### src/rtl/mod_cfg_sequencer_pkg.sv
// -----------------------------------------------------------------------------
// mod_cfg_sequencer_pkg
// Shared definitions for the modulation configuration sequencer and the audio
// datapath top: config register addresses, sequencer FSM encoding and the
// power-on modulation settings.
// -----------------------------------------------------------------------------
package mod_cfg_sequencer_pkg;

  // Config port register map (address 3 is reserved and discarded).
  localparam logic [1:0] ADDR_DEEP    = 2'd0;
  localparam logic [1:0] ADDR_CENTER  = 2'd1;
  localparam logic [1:0] ADDR_CARRIER = 2'd2;

  // Power-on modulation settings.
  localparam logic [15:0] DEEP_DEFAULT    = 16'd32768;     // 50 % AM depth
  localparam logic [31:0] CENTER_DEFAULT  = 32'd858993;    // 10 kHz sub-carrier
  localparam logic [31:0] CARRIER_DEFAULT = 32'd416611827; // carrier base word

  typedef enum logic [1:0] {
    ST_IDLE      = 2'd0,
    ST_WAIT_TICK = 2'd1,
    ST_RAMP      = 2'd2
  } seq_state_e;

  // Unsigned distance between two frequency words, never wrapping.
  function automatic logic [31:0] abs_diff(input logic [31:0] a,
                                           input logic [31:0] b);
    return (a >= b) ? (a - b) : (b - a);
  endfunction

endpackage

### src/rtl/mod_cfg_sequencer_tick_gen.sv
// -----------------------------------------------------------------------------
// mod_cfg_sequencer_tick_gen
// Free-running sample strobe. The counter runs 0..STROBE_DIV-1 from reset
// release; o_tick is high for exactly the cycle in which the counter holds
// STROBE_DIV-1.
//
// Ports:
//   clk     in  1  clock
//   rst_n   in  1  asynchronous active-low reset
//   o_tick  out 1  one-cycle registered strobe, period STROBE_DIV
// -----------------------------------------------------------------------------
module mod_cfg_sequencer_tick_gen #(
  parameter int unsigned STROBE_DIV = 250  // 2..65535
) (
  input  logic clk,
  input  logic rst_n,
  output logic o_tick
);

  localparam logic [15:0] LAST = 16'(STROBE_DIV - 1);

  logic [15:0] r_cnt;
  logic [15:0] w_cnt_nxt;
  logic        r_tick;

  assign w_cnt_nxt = (r_cnt == LAST) ? 16'd0 : r_cnt + 16'd1;

  // NOTE: sequential state uses non-blocking assignments so every register
  // samples its inputs from before the edge, independent of statement order.
  always_ff @(posedge clk or negedge rst_n) begin
    if (!rst_n) begin
      r_cnt  <= '0;
      r_tick <= 1'b0;
    end else begin
      r_cnt  <= w_cnt_nxt;
      // Registered tick that lines up with the counter holding LAST.
      r_tick <= (w_cnt_nxt == LAST);
    end
  end

  assign o_tick = r_tick;

endmodule

### src/rtl/mod_cfg_sequencer.sv
// -----------------------------------------------------------------------------
// mod_cfg_sequencer
// Configuration sequencer for the voice-transmitter modulation path. Shadow
// registers for AM depth, AM sub-carrier word and carrier target word are
// written through a valid/ready port and applied atomically on the first
// sample tick after a commit. The carrier word then glides to its target by
// at most RAMP_STEP per tick, never overshooting or wrapping.
//
// Ports:
//   clk_in        in  1   system clock
//   RST           in  1   asynchronous active-low reset
//   cfg_valid     in  1   config write request
//   cfg_ready     out 1   write accepted when high together with cfg_valid
//   cfg_addr      in  2   0 depth, 1 sub-carrier, 2 carrier target, 3 reserved
//   cfg_data      in  32  write data (depth uses [15:0])
//   commit        in  1   single-cycle request to apply the shadows
//   module_deep   out 16  active AM depth
//   center_fre    out 32  active AM sub-carrier word
//   carrier_base  out 32  active carrier word (unsigned)
//   tick          out 1   one-cycle sample strobe
//   ramping       out 1   carrier glide in progress
// -----------------------------------------------------------------------------
module mod_cfg_sequencer
  import mod_cfg_sequencer_pkg::*;
#(
  parameter int unsigned STROBE_DIV  = 250,
  parameter logic [31:0] RAMP_STEP   = 32'd4295,
  parameter logic [15:0] DEEP_RST    = DEEP_DEFAULT,
  parameter logic [31:0] CENTER_RST  = CENTER_DEFAULT,
  parameter logic [31:0] CARRIER_RST = CARRIER_DEFAULT
) (
  input  logic        clk_in,
  input  logic        RST,
  input  logic        cfg_valid,
  output logic        cfg_ready,
  input  logic [1:0]  cfg_addr,
  input  logic [31:0] cfg_data,
  input  logic        commit,
  output logic [15:0] module_deep,
  output logic [31:0] center_fre,
  output logic [31:0] carrier_base,
  output logic        tick,
  output logic        ramping
);

  seq_state_e  r_state, w_state_nxt;

  logic [15:0] r_sh_deep;
  logic [31:0] r_sh_center;
  logic [31:0] r_sh_target;

  logic [15:0] r_deep,    w_deep_nxt;
  logic [31:0] r_center,  w_center_nxt;
  logic [31:0] r_carrier, w_carrier_nxt;
  logic        r_ready;
  logic        r_ramping;

  logic        w_tick;
  logic        w_wr_en;
  logic [31:0] w_diff;
  logic [31:0] w_step_carrier;

  mod_cfg_sequencer_tick_gen #(
    .STROBE_DIV(STROBE_DIV)
  ) u_tick_gen (
    .clk   (clk_in),
    .rst_n (RST),
    .o_tick(w_tick)
  );

  assign w_wr_en = cfg_valid & r_ready;

  // One glide step toward the target; only used when the distance exceeds
  // RAMP_STEP, so the add/subtract can neither overshoot nor wrap.
  assign w_diff         = abs_diff(r_sh_target, r_carrier);
  assign w_step_carrier = (r_sh_target > r_carrier) ? (r_carrier + RAMP_STEP)
                                                    : (r_carrier - RAMP_STEP);

  // Shadow registers: only written while idle, never touch active outputs.
  always_ff @(posedge clk_in or negedge RST) begin
    if (!RST) begin
      r_sh_deep   <= DEEP_RST;
      r_sh_center <= CENTER_RST;
      r_sh_target <= CARRIER_RST;
    end else if (w_wr_en) begin
      case (cfg_addr)
        ADDR_DEEP:    r_sh_deep   <= cfg_data[15:0];
        ADDR_CENTER:  r_sh_center <= cfg_data;
        ADDR_CARRIER: r_sh_target <= cfg_data;
        default:      ; // reserved address: accepted and discarded
      endcase
    end
  end

  // NOTE: every signal written here gets a default first, so no path through
  // the case can leave one unassigned and infer a latch.
  always_comb begin
    w_state_nxt   = r_state;
    w_deep_nxt    = r_deep;
    w_center_nxt  = r_center;
    w_carrier_nxt = r_carrier;
    case (r_state)
      ST_IDLE: begin
        if (commit) w_state_nxt = ST_WAIT_TICK;
      end
      ST_WAIT_TICK: begin
        if (w_tick) begin
          w_deep_nxt   = r_sh_deep;
          w_center_nxt = r_sh_center;
          if ((r_carrier == r_sh_target) || (RAMP_STEP == 32'd0)) begin
            w_carrier_nxt = r_sh_target;
            w_state_nxt   = ST_IDLE;
          end else begin
            w_state_nxt   = ST_RAMP;
          end
        end
      end
      ST_RAMP: begin
        if (w_tick) begin
          if (w_diff <= RAMP_STEP) begin
            w_carrier_nxt = r_sh_target;
            w_state_nxt   = ST_IDLE;
          end else begin
            w_carrier_nxt = w_step_carrier;
          end
        end
      end
      default: w_state_nxt = ST_IDLE;
    endcase
  end

  always_ff @(posedge clk_in or negedge RST) begin
    if (!RST) begin
      r_state   <= ST_IDLE;
      r_deep    <= DEEP_RST;
      r_center  <= CENTER_RST;
      r_carrier <= CARRIER_RST;
      r_ready   <= 1'b1;
      r_ramping <= 1'b0;
    end else begin
      r_state   <= w_state_nxt;
      r_deep    <= w_deep_nxt;
      r_center  <= w_center_nxt;
      r_carrier <= w_carrier_nxt;
      // Status flags are registered alongside the state they decode.
      r_ready   <= (w_state_nxt == ST_IDLE);
      r_ramping <= (w_state_nxt == ST_RAMP);
    end
  end

  assign cfg_ready    = r_ready;
  assign module_deep  = r_deep;
  assign center_fre   = r_center;
  assign carrier_base = r_carrier;
  assign tick         = w_tick;
  assign ramping      = r_ramping;

endmodule
### config.mk
export PLATFORM = sky130hd
export DESIGN_NAME = mod_cfg_sequencer
export DESIGN_NICKNAME = d
export VERILOG_FILES = /design/src/rtl/mod_cfg_sequencer_pkg.sv /design/src/rtl/mod_cfg_sequencer_tick_gen.sv /design/src/rtl/mod_cfg_sequencer.sv
export SDC_FILE = /design/constraint.sdc
export NUM_CORES = 1
export LEC_CHECK = 0
export CORE_MARGIN = 4
export CORE_UTILIZATION = 50
export DETAILED_ROUTE_END_ITERATION = 16
export PLACE_DENSITY = 0.74
export SETUP_SLACK_MARGIN = 0.4
export SLEW_MARGIN = 10
export SYNTH_ARGS = -nofsm -noshare
export SYNTH_HDL_FRONTEND = slang
export SYNTH_SLANG_ARGS = --single-unit
### constraint.sdc
create_clock -name clk_in -period 7.6 [get_ports clk_in]
set_clock_uncertainty 0.15 [all_clocks]
set_input_delay 1.14 -clock clk_in [delete_from_list [all_inputs] [get_ports clk_in]]
set_output_delay 1.14 -clock clk_in [all_outputs]
set_load 0.02 [all_outputs]
==> results of run 1 <==
## metrics by stage
stage	hold slack [ns]	utilization	cells	power, mW
6_report	0.327	0.593	1796	2.67
5_1_grt	0.327	0.593	1796	2.80
4_1_cts	0.320	0.593	1796	2.68
3_5_place_dp	0.316	0.569	1764	1.76
3_3_place_gp	0.306	0.569	1764	1.75
2_1_floorplan	0.290	-	1362	1.57
## per-layer routing
layer,wire [µm],up-vias,GRT usage
met5,0,-,0
li1,-,5139,-
met4,1250,0,0.0928
met3,1840,66,0.0375
met2,16300,308,0.386
met1,15900,5247,0.343
## power by group through the flow
stage               registers (mW)  logic (mW)  clock network, mW
floorplan                     1.01       0.561                  0
global placement              1.01       0.737                  0
detailed placement            1.02       0.744                  0
CTS                          0.998       0.750              0.931
global route                  1.00       0.828              0.971
finish                       0.999       0.760              0.911
## cells by family after synthesis
logic type,synth area share
AOI/OAI and AO/OA,0.192
and+or+nand+nor,0.131
DFF,0.352
muxes,0.138
buffers and inverters,0.0478
adders and majority gates,0.0955
xor gates and xnor gates,0.0422
## state kept, by name, indices dropped and copies added (netlist names), 2 cells and up
register / cells
module_deep: 16
r_sh_target: 32
r_state: 2
r_sh_deep: 16
u_tick_gen.r_cnt: 16
r_sh_center: 32
center_fre: 32
carrier_base: 32
## final cells by class
type                    count  share of cell area
clock buffers              18              0.0291
clock inverters            14              0.0118
inverters                  88              0.0219
multi-input cells        1035               0.520
flip-flops and latches    181               0.305
well taps                 330              0.0273
repair buffers            130              0.0846
## cell usage in the layout (no fill, tap or decap), types with 38 or more instances in the layout
cell,Yosys,final
sky130_fd_sc_hd__nand2_1,95,94
sky130_fd_sc_hd__nand3_1,38,38
sky130_fd_sc_hd__clkdlybuf4s50_1,0,119
sky130_fd_sc_hd__mux2_2,130,130
sky130_fd_sc_hd__dfrtp_1,118,118
sky130_fd_sc_hd__inv_1,88,88
sky130_fd_sc_hd__a21oi_1,105,105
sky130_fd_sc_hd__nor2_1,73,73
sky130_fd_sc_hd__o21ai_0,54,53
sky130_fd_sc_hd__dfstp_2,63,63
sky130_fd_sc_hd__ha_1,95,95
sky130_fd_sc_hd__xnor2_1,44,44
## final timing paths
kind,to,cells past startpoint,start,slack [ns]
max in group asynchronous,carrier_base[24],2,RST,5.11
min reg2reg,r_state[0],1,r_state[1],0.33
max reg2reg,carrier_base[31],22,carrier_base[0],1.56
min in group asynchronous,r_sh_deep[5],1,RST,0.67
max,carrier_base[31],22,carrier_base[0],1.56
min,r_state[0],1,r_state[1],0.33
==> results by group, run 1 <==
Pwr
  – Net switching component of the power: 899 µW
  – Power share of the combinational group: 0.285
  – Lkg Pwr: 6.74 nW
  – Peak ir drop on the vdd network: 140 µV
  – Design internal power: 1.77 mW
  – Fraction of power consumed by the clock network: 0.341
  – Portion of total power attributed to sequential cells: 0.374
  – Power Density: 177 nW/µm²
  – Switching share of power: 0.337

Synthesis
  – Cell type with the largest total area after synthesis: sky130_fd_sc_hd__dfrtp_1
  – Post-synth ARST share: 1.00
  – Gate Count Post-Synth: 1362
  – Dominant cell by count in the synthesized netlist: sky130_fd_sc_hd__mux2_2
  – Number of enable flip-flop cells after synthesis: 0
  – Dominant synthesized flop cell: sky130_fd_sc_hd__dfrtp_1
  – Cell Area, Synth: 13100 µm²
  – Count of different cell masters after synthesis: 88
  – Part of the Yosys area used for sequential elements: 0.352
  – Per-instance average area after synthesis: 9.60 µm²
  – Main area contributors after synthesis: sky130_fd_sc_hd__dfrtp_1 23%, sky130_fd_sc_hd__dfstp_2 13%, sky130_fd_sc_hd__mux2_2 11%
  – Ranking of synthesized cells by instance count: 130 x sky130_fd_sc_hd__mux2_2, 118 x sky130_fd_sc_hd__dfrtp_1, 105 x sky130_fd_sc_hd__a21oi_1
  – Yosys warning total: 0
  – Top cell type's share of synthesized area: 0.226
  – Post-synth net total: 1498
  – Flip-flop and latch count after synthesis: 181

Finish
  – Sequential cell area: 4610 µm²
  – Area Overhead vs Synth: 15.5%
  – Fraction of final layout cells with drive strength greater than 1: 0.184
  – Area used by multi-input combinational logic: 7850 µm²
  – Number of antenna diodes: 0
  – Non-Filler Cell Area, Final: 15100 µm²
  – Count of fill cells added during filler insertion: 2157
  – Number of nets in the finished design: 1589

CTS
  – Clock sink count: 181
  – Hold-fix buffers, CTS: 0
  – Clock slew at the register clock pins of the worst setup and hold paths: 0.08 ns
  – Number of resized instances in the post-cts repair step: 0
  – Post CTS Setup Buffer Count: 0
  – Clock tree root buffer cell: sky130_fd_sc_hd__clkbuf_16
  – Clock Latency Late Sink: 0.43 ns
  – CTS tree: built
  – Clock tree buffer depth: 2
  – CTS buffer count: 17
  – H-tree lvl count: 4

Floorplan
  – Std-Cell Core Area: 25500 µm²
  – I/O pin count: 121
  – Initial core utilization: 0.513
  – Site row count: 58
  – Die extent in x: 170 µm
  – Die height: 170 µm
  – DIE AREA: 28800 µm²

Place
  – Worst slack at placement: 1.60 ns
  – Standard cell area after detailed placement: 14500 µm²
  – Final weighted congestion in routability-driven placement: 0.948
  – Total of buffers placed on input and output ports: 120
  – Half-perimeter wire length of the detailed placement result: 27000 µm

Routing
  – Vias/cell: 5.99
  – WL per Instance: 19.6 µm
  – Drc violations: 0
  – DR pass1 iterations: 5
  – Vias after detailed routing: 10.8k
  – Total wire length: 35200 µm
  – ANT nets after route: 0
  – First-iteration detailed-routing DRC count: 618

Setup path
  – Crit path capture type: register
  – Type of the worst setup path: reg -> reg
  – Worst Path Arrival: 6.26 ns
  – Critical Path Source Type: register
  – Maximum single-stage delay on the critical path: 0.58 ns
  – Critical path's top delay family: compound AO/OA/AOI/OAI gates
  – Series of cell instances along the critical path: ha_1 > inv_1 > fa_1 > a211oi_2 > o21ai_2 > a41oi_4 > or2_2 > a21oi_1 > o21ai_2 > buf_4 > ha_1 > o211ai_1 > o21ai_0 > o21ai_0 > or3b_2 > a31oi_1 > a21o_1 > a21oi_1 > o21ai_0 > xnor2_1 > or4b_1 > nand3_1
  – Critical path's most frequent cell: sky130_fd_sc_hd__o21ai_0
  – Slowest stage cell on the critical path: sky130_fd_sc_hd__dfstp_2
  – Required time of the worst setup path: 7.82 ns
  – Highest net fanout along the worst path: 27
  – Number of buffer and inverter instances along the worst setup path: 2

Timing
  – Max_slew headroom: 0.348
  – Final setup fails: 0
  – Unrepaired setup endpoints after global routing: no
  – Minimum period implied by the final worst setup slack: 6.04 ns
  – Highest Clock Rate: 165 MHz
  – Worst slew pin tran: 0.979 ns
  – Final worst slack: 1.56 ns
  – Total count of max-transition violations in the final report: 0
  – Final hold viol count: 0
  – Post-route fraction of the period consumed by the critical path: 0.795
  – Total negative slack for setup checks: 0 ns

Hold path
  – Hold WC Path Type: reg -> reg

GRT
  – Vias in the first global route: 10.7k
  – Number of antenna violations at the first check in global routing: 0
  – Total global routing track utilization: 0.245
  – Global-route wire length before repair: 57100 µm
  – Pin count of the biggest net entering global routing: 104
  – Overflow left after global routing: 0

Status
  – Result of the run: finished clean

Flow run
  – Reported max-cap violation count: 0
Note: power is estimated with default switching activity, not from simulation.
==> run 2, diff against run 1 <==
==> constraint.sdc (replaced) <==
create_clock -name clk_in -period 5 [get_ports clk_in]
set_clock_uncertainty 0.15 [all_clocks]
set_input_delay 0.75 -clock clk_in [delete_from_list [all_inputs] [get_ports clk_in]]
set_output_delay 0.75 -clock clk_in [all_outputs]
set_load 0.02 [all_outputs]
==> run 2 against run 1 <==
  * Register-to-register slack got worse by 1.5 ns
  * Sequential share of layout area fell by 2.9 points
  * Sequential power rose by 52%
  * Wire length rose by 9.4%
  * Combinational power rose by 100%
  * Clock-buffer cell count fell by 1
  * Worst hold slack got worse by 0.21 ns
  * Total power rose by 63%
  * Core utilization rose by 6.3 points
  * Critical path type unchanged
  * Global-route usage rose by 1.8 points
  * First-iteration DRC count rose by 12%
  * Flip-flop and latch count did not move
==> results by group, run 2 (same netlist as run 1, synthesis figures left out) <==
Finish
  – Most common cell after layout, fill and taps aside: sky130_fd_sc_hd__buf_4
  – Area Overhead vs Synth: 27.7%
  – Layout Utilization: 0.655
  – Fraction of final layout cells with drive strength greater than 1: 0.298
  – Commonest non-fill, non-tap cells in the layout: 138 x sky130_fd_sc_hd__buf_4, 130 x sky130_fd_sc_hd__mux2_2, 119 x sky130_fd_sc_hd__clkdlybuf4s50_1
  – Number of nets in the finished design: 1734
  – Count of fill cells added during filler insertion: 1942
  – Number of antenna diodes: 0

Floorplan
  – Die extent in x: 170 µm
  – Site row count: 58
  – Die height: 170 µm
  – I/O pin count: 121
  – Initial core utilization: 0.513
  – DIE AREA: 28800 µm²
  – Std-Cell Core Area: 25500 µm²

Setup path
  – Maximum single-stage delay on the critical path: 0.56 ns
  – Crit path capture type: register
  – Launch point of the worst reg-to-reg path: carrier_base[0]
  – Slowest stage cell on the critical path: sky130_fd_sc_hd__dfstp_2
  – Minimum setup slack among reg-to-reg paths: 0.05 ns
  – Type of the worst setup path: reg -> reg
  – Worst Path Arrival: 5.18 ns
  – Highest net fanout along the worst path: 7
  – Reg2reg end: carrier_base[31]
  – Crit path launch: carrier_base[0]
  – Critical Path Source Type: register
  – R2R cell count: 23
  – End point of the critical path: carrier_base[31]
  – Series of cell instances along the critical path: ha_4 > inv_2 > fa_2 > a211oi_2 > o21ai_2 > a41oi_4 > or2_4 > a21oi_4 > o21ai_4 > buf_4 > ha_2 > a21o_1 > a31oi_4 > nand3_2 > nor3_2 > or3b_4 > a31oi_4 > a21o_1 > a21oi_2 > o21ai_1 > xnor2_1 > or4b_1 > nand3_1
  – Required time of the worst setup path: 5.23 ns

Timing
  – Unrepaired setup endpoints after global routing: yes
  – Hold slack final: 0.118 ns
  – Final worst slack: 0.0477 ns
  – Minimum period implied by the final worst setup slack: 4.95 ns
  – Max_slew headroom: 0.507
  – Final setup fails: 0
  – Total count of max-transition violations in the final report: 0
  – Final hold viol count: 0
  – Post-route fraction of the period consumed by the critical path: 0.990
  – Highest Clock Rate: 202 MHz
  – Worst slew pin tran: 0.732 ns

Pwr
  – Net switching component of the power: 1.50 mW
  – Lkg Pwr: 7.53 nW
  – Power share of the combinational group: 0.350
  – Portion of total power attributed to sequential cells: 0.348
  – Switching share of power: 0.345
  – Design internal power: 2.86 mW
  – Fraction of power consumed by the clock network: 0.302
  – Peak ir drop on the vdd network: 232 µV
  – Power Density: 261 nW/µm²

Place
  – Half-perimeter wire length of the detailed placement result: 29000 µm
  – Total of buffers placed on input and output ports: 120
  – Worst slack at placement: -0.107 ns
  – Final weighted congestion in routability-driven placement: 0.975

Routing
  – ANT nets after route: 0
  – WL per Instance: 19.9 µm
  – First-iteration detailed-routing DRC count: 693
  – Drc violations: 0
  – DR pass1 iterations: 8
  – Vias after detailed routing: 11.6k
  – Vias/cell: 5.99
  – Total wire length: 38600 µm

GRT
  – Number of antenna violations at the first check in global routing: 0
  – Global-route wire length before repair: 61500 µm
  – Overflow left after global routing: 0
  – Pin count of the biggest net entering global routing: 124
  – Vias in the first global route: 11.3k
  – Total global routing track utilization: 0.263

CTS
  – H-tree lvl count: 4
  – Clock tree buffer depth: 2
  – CTS buffer count: 17
  – Hold-fix buffers, CTS: 0
  – Clock slew at the register clock pins of the worst setup and hold paths: 0.08 ns
  – CTS tree: built
  – Clock sink count: 181
  – Clock tree root buffer cell: sky130_fd_sc_hd__clkbuf_16
  – Clock Latency Late Sink: 0.44 ns

Flow run
  – Reported max-cap violation count: 0

Hold path
  – Hold WC Path Type: in -> async

Status
  – Result of the run: finished clean
==> run 2: changes by cell type in the layout (fill, tap and decap cells not counted), moves of 6 or more <==
cell	change
sky130_fd_sc_hd__buf_12	+6
sky130_fd_sc_hd__a31oi_1	-7
sky130_fd_sc_hd__buf_6	+10
sky130_fd_sc_hd__ha_4	+8
sky130_fd_sc_hd__o21ai_0	-9
sky130_fd_sc_hd__a21oi_2	+9
sky130_fd_sc_hd__buf_4	+128
sky130_fd_sc_hd__o21ai_1	+7
sky130_fd_sc_hd__a21oi_1	-10
sky130_fd_sc_hd__ha_1	-10
==> run 2: cell type report <==
| cell class | count | area (µm²) | area share |
|---|---|---|---|
| multi-input cells | 1035 | 8270 | 0.495 |
| inverters | 88 | 333 | 0.0199 |
| repair buffers | 275 | 2490 | 0.149 |
| well taps | 330 | 413 | 0.0247 |
| clock buffers | 17 | 425 | 0.0255 |
| clock inverters | 15 | 160 | 0.00959 |
| flip-flops and latches | 181 | 4610 | 0.276 |
==> run 2: worst min-delay path by stage <==
| stage | start | endpoint | slack [ns] | cells after the start |
|---|---|---|---|---|
| floorplan | r_state[1] | r_state[0] | 0.29 | 1 |
| global placement | r_state[1] | r_state[0] | 0.31 | 1 |
| detailed placement | r_state[1] | r_state[0] | 0.32 | 1 |
| CTS | RST | module_deep[4] | 0.14 | 1 |
| global route | RST | center_fre[1] | 0.14 | 1 |
| finish | RST | module_deep[4] | 0.12 | 1 |
==> run 2: power by group through the flow <==
| stage | logic (mW) | registers [mW] | clock network [mW] |
|---|---|---|---|
| after floorplan | 0.899 | 1.53 | 0 |
| after global placement | 1.28 | 1.54 | 0 |
| after detailed placement | 1.30 | 1.54 | 0 |
| after CTS | 1.36 | 1.52 | 1.34 |
| after global routing | 1.63 | 1.52 | 1.40 |
| final | 1.53 | 1.52 | 1.32 |
==> run 2: repair_timing <==
item / 4_1_cts / 5_1_grt
buffers inserted: 17 / 19
endpoints found under the hold margin: 0 / 0
gates cloned: 0 / 1
setup endpoints to repair: 34 / 35
gates resized for setup: 28 / 44
pin swaps: 20 / 1
==> run 2: stage by stage <==
| stage | instances | TNS, ns | area, µm² | total power [mW] |
|---|---|---|---|---|
| 3_3_place_gp | 1872 | 0 | 15500 | 2.82 |
| 5_1_grt | 1941 | -0.237 | 16700 | 4.54 |
| 4_1_cts | 1921 | 0 | 16300 | 4.21 |
| 3_5_place_dp | 1872 | -0.154 | 15500 | 2.84 |
| 2_1_floorplan | 1362 | -0.402 | 13200 | 2.43 |
| 6_report | 1941 | 0 | 16700 | 4.36 |
==> run 2: critical path: cells and delay by family, from the launching register on <==
family                     cells  cell delay (ns)
AOI/OAI and AO/OA             11             1.78
xor gates and xnor gates       1             0.14
adders and majority gates      3             0.79
DFF                            1             0.56
and+or+nand+nor                6             1.25
buffers and inverters          2             0.23
==> run 2: per-layer routing <==
| layer | GRT usage | up-vias | wire length, µm |
|---|---|---|---|
| met1 | 0.375 | 5653 | 17200 |
| met4 | 0.0788 | 0 | 1210 |
| li1 | - | 5432 | - |
| met2 | 0.410 | 457 | 17500 |
| met3 | 0.0475 | 80 | 2660 |
| met5 | 0 | - | 0 |
